`config.mk`:
```
export PLATFORM = sky130hd
export DESIGN_NAME = wb_mem_responder
export DESIGN_NICKNAME = d
export VERILOG_FILES = /design/src/rtl/wb_mem_responder.sv
export SDC_FILE = /design/constraint.sdc
export NUM_CORES = 2
export LEC_CHECK = 0
export BUFFER_PORTS_ARGS = -buffer_cell sky130_fd_sc_hd__buf_4
export CAP_MARGIN = 20
export CORE_ASPECT_RATIO = 0.5
export CORE_MARGIN = 2
export CORE_UTILIZATION = 37
export CTS_BUF_LIST = sky130_fd_sc_hd__clkbuf_16
export DETAILED_ROUTE_END_ITERATION = 12
export PLACE_DENSITY = 0.6
export SLEW_MARGIN = 10
export SYNTH_ARGS = -nofsm -noshare
export SYNTH_HDL_FRONTEND = slang
export SYNTH_SLANG_ARGS = --single-unit
export TNS_END_PERCENT = 1
```
`constraint.sdc`:
```
create_clock -name clk -period 15.2 [get_ports clk]
set_input_delay 0.76 -clock clk [delete_from_list [all_inputs] [get_ports clk]]
set_output_delay 0.76 -clock clk [all_outputs]
set_load 0.005 [all_outputs]
```
`src/rtl/wb_mem_responder.sv`:
```
// Wishbone responder backed by a local word memory: byte-lane writes, fixed wait
// states, periodic retry injection, out-of-range error, doorbell interrupt, ack counter.
module wb_mem_responder #(
    parameter int                       WB_ADDR_WIDTH = 32,
    parameter int                       WB_DATA_WIDTH = 16,
    parameter int                       DEPTH         = 256,
    parameter logic [WB_ADDR_WIDTH-1:0] BASE_ADDR     = '0,
    parameter int                       WAIT_STATES   = 0,
    parameter int                       RTY_PERIOD    = 0
) (
    input  logic                         clk,
    input  logic                         rst,
    input  logic                         cyc,
    input  logic                         stb,
    input  logic [WB_ADDR_WIDTH-1:0]     adr,
    input  logic                         we,
    input  logic [WB_DATA_WIDTH-1:0]     dout,
    input  logic [WB_DATA_WIDTH/8-1:0]   sel,
    output logic [WB_DATA_WIDTH-1:0]     din,
    output logic                         ack,
    output logic                         err,
    output logic                         rty,
    output logic                         inta,
    output logic                         busy,
    output logic [15:0]                  xfer_count
);
    localparam int NB = WB_DATA_WIDTH / 8;
    localparam int IW = $clog2(DEPTH);
    // One extra bit so BASE_ADDR+DEPTH cannot wrap back into the address space.
    localparam logic [WB_ADDR_WIDTH:0] LIMIT = {1'b0, BASE_ADDR} + (WB_ADDR_WIDTH+1)'(DEPTH);

    typedef enum logic [1:0] {S_IDLE, S_WAIT, S_RESP} state_t;

    state_t                     state, nstate;
    logic [3:0]                 wcnt;
    logic [31:0]                rcnt;
    logic [IW-1:0]              a_idx;
    logic                       a_inr, a_we, a_rty;
    logic [NB-1:0]              a_sel;
    logic [WB_DATA_WIDTH-1:0]   a_dout;
    logic [WB_DATA_WIDTH-1:0]   mem [DEPTH];
    logic [WB_DATA_WIDTH-1:0]   wr_word;
    logic [IW-1:0]              idx;
    logic                       in_range, accept;
    logic                       do_ack, do_err, do_rty;

    assign idx      = IW'(adr - BASE_ADDR);
    assign in_range = (adr >= BASE_ADDR) && ({1'b0, adr} < LIMIT);
    assign accept   = (state == S_IDLE) && cyc && stb;

    always_ff @(posedge clk) begin
        if (!rst) state <= S_IDLE;
        else      state <= nstate;
    end

    always_comb begin
        nstate = state;
        case (state)
            S_IDLE:  if (cyc && stb) nstate = (WAIT_STATES > 0) ? S_WAIT : S_RESP;
            S_WAIT:  if (!cyc) nstate = S_IDLE;
                     else if (wcnt == 4'd1) nstate = S_RESP;
            S_RESP:  nstate = S_IDLE;
            default: nstate = S_IDLE;
        endcase
    end

    always_comb begin
        do_ack = 1'b0;
        do_err = 1'b0;
        do_rty = 1'b0;
        if (state == S_RESP) begin
            if (!a_inr)     do_err = 1'b1;
            else if (a_rty) do_rty = 1'b1;
            else            do_ack = 1'b1;
        end
    end

    always_comb begin
        wr_word = mem[a_idx];
        for (int i = 0; i < NB; i++)
            if (a_sel[i]) wr_word[8*i +: 8] = a_dout[8*i +: 8];
    end

    always_ff @(posedge clk) begin
        if (!rst) begin
            ack        <= 1'b0;
            err        <= 1'b0;
            rty        <= 1'b0;
            din        <= '0;
            inta       <= 1'b0;
            busy       <= 1'b0;
            xfer_count <= '0;
            rcnt       <= '0;
            wcnt       <= '0;
            a_idx      <= '0;
            a_inr      <= 1'b0;
            a_we       <= 1'b0;
            a_rty      <= 1'b0;
            a_sel      <= '0;
            a_dout     <= '0;
        end else begin
            ack  <= do_ack;
            err  <= do_err;
            rty  <= do_rty;
            din  <= (do_ack && !a_we) ? mem[a_idx] : '0;
            busy <= (nstate != S_IDLE);
            if (accept) begin
                a_idx  <= idx;
                a_inr  <= in_range;
                a_we   <= we;
                a_sel  <= sel;
                a_dout <= dout;
                wcnt   <= 4'(WAIT_STATES);
                a_rty  <= 1'b0;
                // Retry decision is made at accept; the period restarts on the rty'd request.
                if (in_range && RTY_PERIOD > 0) begin
                    if (rcnt == 32'(RTY_PERIOD - 1)) begin
                        a_rty <= 1'b1;
                        rcnt  <= '0;
                    end else begin
                        rcnt <= rcnt + 32'd1;
                    end
                end
            end else if (state == S_WAIT) begin
                wcnt <= wcnt - 4'd1;
            end
            if (do_ack && xfer_count != 16'hFFFF) xfer_count <= xfer_count + 16'd1;
            if (do_ack && a_idx == IW'(DEPTH - 1)) inta <= a_we ? (wr_word != '0) : 1'b0;
        end
    end

    always_ff @(posedge clk) begin
        if (rst && do_ack && a_we) mem[a_idx] <= wr_word;
    end
endmodule

```
==> results.yml <==
outcome:
  status: "finished clean"
setup_path:
  crit_top_cell: "buf_4"
  required_ns: 15.76
  crit_arrival_ns: 8.20
  rrSetupSlack_ns: 7.56
  crit_end: "mem[3][1]"
  slowest_delay_ns: 0.91
  path_cells: "buf_4, buf_4, buf_4, mux4_2, a22oi_1, nand3_1, nand2_1, nor2_1, a31oi_1, o31ai_4, buf_4, buf_12"
  r2r_cells: 12
  cp-start-kind: "flip-flop"
  critical_path_class: "flip-flop to flip-flop"
  r2r_end: "mem[3][1]"
  crit_slowest_cell: "nor2_1"
  path_max_fanout: 200
  endpoint_kind: "flip-flop"
timing:
  rsz0062_at_grt: "false"
  finalSetupTns_ns: 0
  slew_headroom_pct: 15.1
  hold_viol: 0
  period_share_pct: 50.2
  setup_violations: 0
  fin_crit_ns: 7.64
  tightest_slew_ns: 1.27
  maxSlewViolCount: 0
  skew_ns: 0.106
  fmax_ghz: 0.131
  holdWs_ns: 0.0556
floorplanning:
  initial_core_util_pct: 37.2
  rows: 171
  die_h_um: 471
  pin_count: 92
  dieWidth_um: 937
  dieArea_um2: 441000
  fp.coreArea_um2: 434000
pwr:
  cellLeakagePower_nw: 55.5
  pwr-share-seq_pct: 53.8
  p_clk_share_pct: 39.2
  switchingPower_mw: 5.74
  power_frac_comb_pct: 7.0
  switching_share_pct: 23.3
  ir_worst_vdd_v: 0.000110
  p_int_mw: 18.8
  power_density_nw_per_um2: 134
grt:
  grt_overflow: 0
  grt_util_all_layers_pct: 22.4
  grt_pass1_wl_um: 691000
  grt_max_degree: 201
  antenna_found_initial: 33
  grt_pass1_vias: 81900
route:
  vias: 85600
  drc: 0
  drtIter0Drc: 14500
  drt_wl_total_um: 510000
  vias_per_cell: 5.98
  ant_nets: 0
  drt-pass1-iter-count: 6
  wl_per_cell_um: 35.6
clock_network:
  numCtsBuffers: 388
  postCtsSetupRepairBufs: 0
  path_clk_slew_ns: 0.07
  h-tree-depth: 5
  cts_tree: "done"
  cts_sinks: 4174
  cts_max_path_buffers: 4
  hold_buffers: 0
  cts_resized: 0
  clock_latency_ns: 0.98
  cts_root_buffer: "clkbuf_16"
synth:
  synth_ff_type: "edfxtp_1"
  avgSynthCellArea_um2: 20.8
  synth_edf_count: 4096
  syn_nets: 7801
  yosysTopAreaCell: "edfxtp_1"
  async_flop_share_pct: 0
  synth.lib_cells_used.distinct: 88
  yosysWarnings: 0
  syn_area_um2: 161000
  ys_seq_area_share_pct: 77.3
  yosys-top-cells-area: "edfxtp_1, mux4_2, mux2i_1, dfxtp_1, a22oi_1"
  synth_top_area_share_pct: 76.3
  netlist_instances: 7743
  synth_seq_cells: 4174
placed_design:
  gp_congestion: 0.879
  portBuffers: 90
  hpwl_um: 300000
job:
  drv_cap: 0
final_layout:
  fillers: 37500
  syn_to_final_growth_pct: 13.8
  drive_gt1_share_pct: 25.2
  nNetsFinal: 8254
  final_common_cell: "edfxtp_1"
  final_cell_mix: "edfxtp_1, mux4_2, mux2i_1, buf_4, clkbuf_16"
hold_path:
  min_path_type: "input pin to flip-flop"
through the flow:
stage               cells  power (mW)  cell area (um^2)  setup slack, ns  util, %
floorplan            7743        14.6            161000            0.331        -
global placement    13600        15.1            171000             6.87     39.3
detailed placement  13600        15.1            171000             7.71     39.4
CTS                 14300        24.6            183000             7.71     42.2
global route        14300        25.1            183000             7.50     42.3
finish              14300        24.6            183000             7.56     42.3
routing by layer:
| layer | up-vias | wire [um] | track usage (%) |
|---|---|---|---|
| met5 | - | 322 | 0 |
| met4 | 24 | 24000 | 9.04 |
| met3 | 1036 | 60200 | 5.78 |
| met2 | 5457 | 229000 | 34.0 |
| met1 | 45900 | 196000 | 31.1 |
| li1 | 33200 | - | - |
state kept, by name, indices dropped and copies added, names as in the netlist, 2 cells and up, named ones only:
register and flops:
state 2, a_dout 16, a_idx 8, mem 4096, xfer_count 16, din 16
wcnt 4, a_sel 2
logic make-up (layout without fill, tap and decap cells):
group / count (synthesis) / in the layout / synth area share (%)
flip-flops: 4174 / 4174 / 77.3
multiplexers: 1399 / 1399 / 14.9
AND/OR/NAND/NOR: 884 / 884 / 2.44
AO/OA/AOI/OAI: 791 / 791 / 3.46
buffers and inverters: 475 / 1234 / 1.77
XOR/XNOR: 16 / 16 / 0.0869
adder cells (fa/ha/maj): 3 / 3 / 0.0233
other: 1 / 16 / 0.00233
power groups by stage:
stage                     Combinational (mW)  Clock [mW]  Sequential, mW
after floorplan                        0.857           0            13.7
after global routing                    1.77        10.1            13.2
after detailed placement                1.67           0            13.5
final                                   1.72        9.63            13.2
after CTS                               1.67        9.69            13.2
after global placement                  1.61           0            13.5
how the worst min path moves through the flow:
stage,to,slack [ns],cells past startpoint,startpoint
2_1_floorplan,err,0.43,1,a_inr
3_3_place_gp,a_dout[6],0.45,2,a_dout[6]
3_5_place_dp,a_dout[3],0.45,2,a_dout[3]
4_1_cts,a_dout[13],0.02,3,dout[13]
5_1_grt,a_dout[3],0.05,3,dout[3]
6_report,a_dout[13],0.06,3,dout[13]
final cells by class:
cell class              count  area [um^2]  area share (%)
diodes                     15         37.5          0.0205
clock buffers             395         9880            5.39
clock inverters           301         2360            1.29
inverters                  19         83.8          0.0457
multi-input cells        3094        34900            19.0
flip-flops and latches   4174       125000            67.9
well taps                5795         7250            3.95
repair buffers            519         4270            2.33
critical path: cells and delay by family, from the launching register on:
kind,cells,cell delay (ns)
buf+inv,5,3.57
simple gates,3,1.21
compound gates,3,0.80
flops,1,0.63
mux,1,0.37
synth_stat cells (all sizes together) (14+ instances only):
cell       n
o22ai     71
nor2b     23
a221oi    54
clkbuf   146
a32oi     14
buf      310
nor2     337
o211ai    15
o21ai     64
a211oi    29
nand2b    14
nand2    302
nand4     22
a21oi    146
mux2      34
a22o      18
mux4     801
nor4      21
mux2i    564
a31oi     40
and3      18
dfxtp     78
o221ai    33
nand3     54
inv       17
and2      20
edfxtp  4096
a22oi    195
nor3      24
No activity file was read; power rests on OpenSTA's default activity.
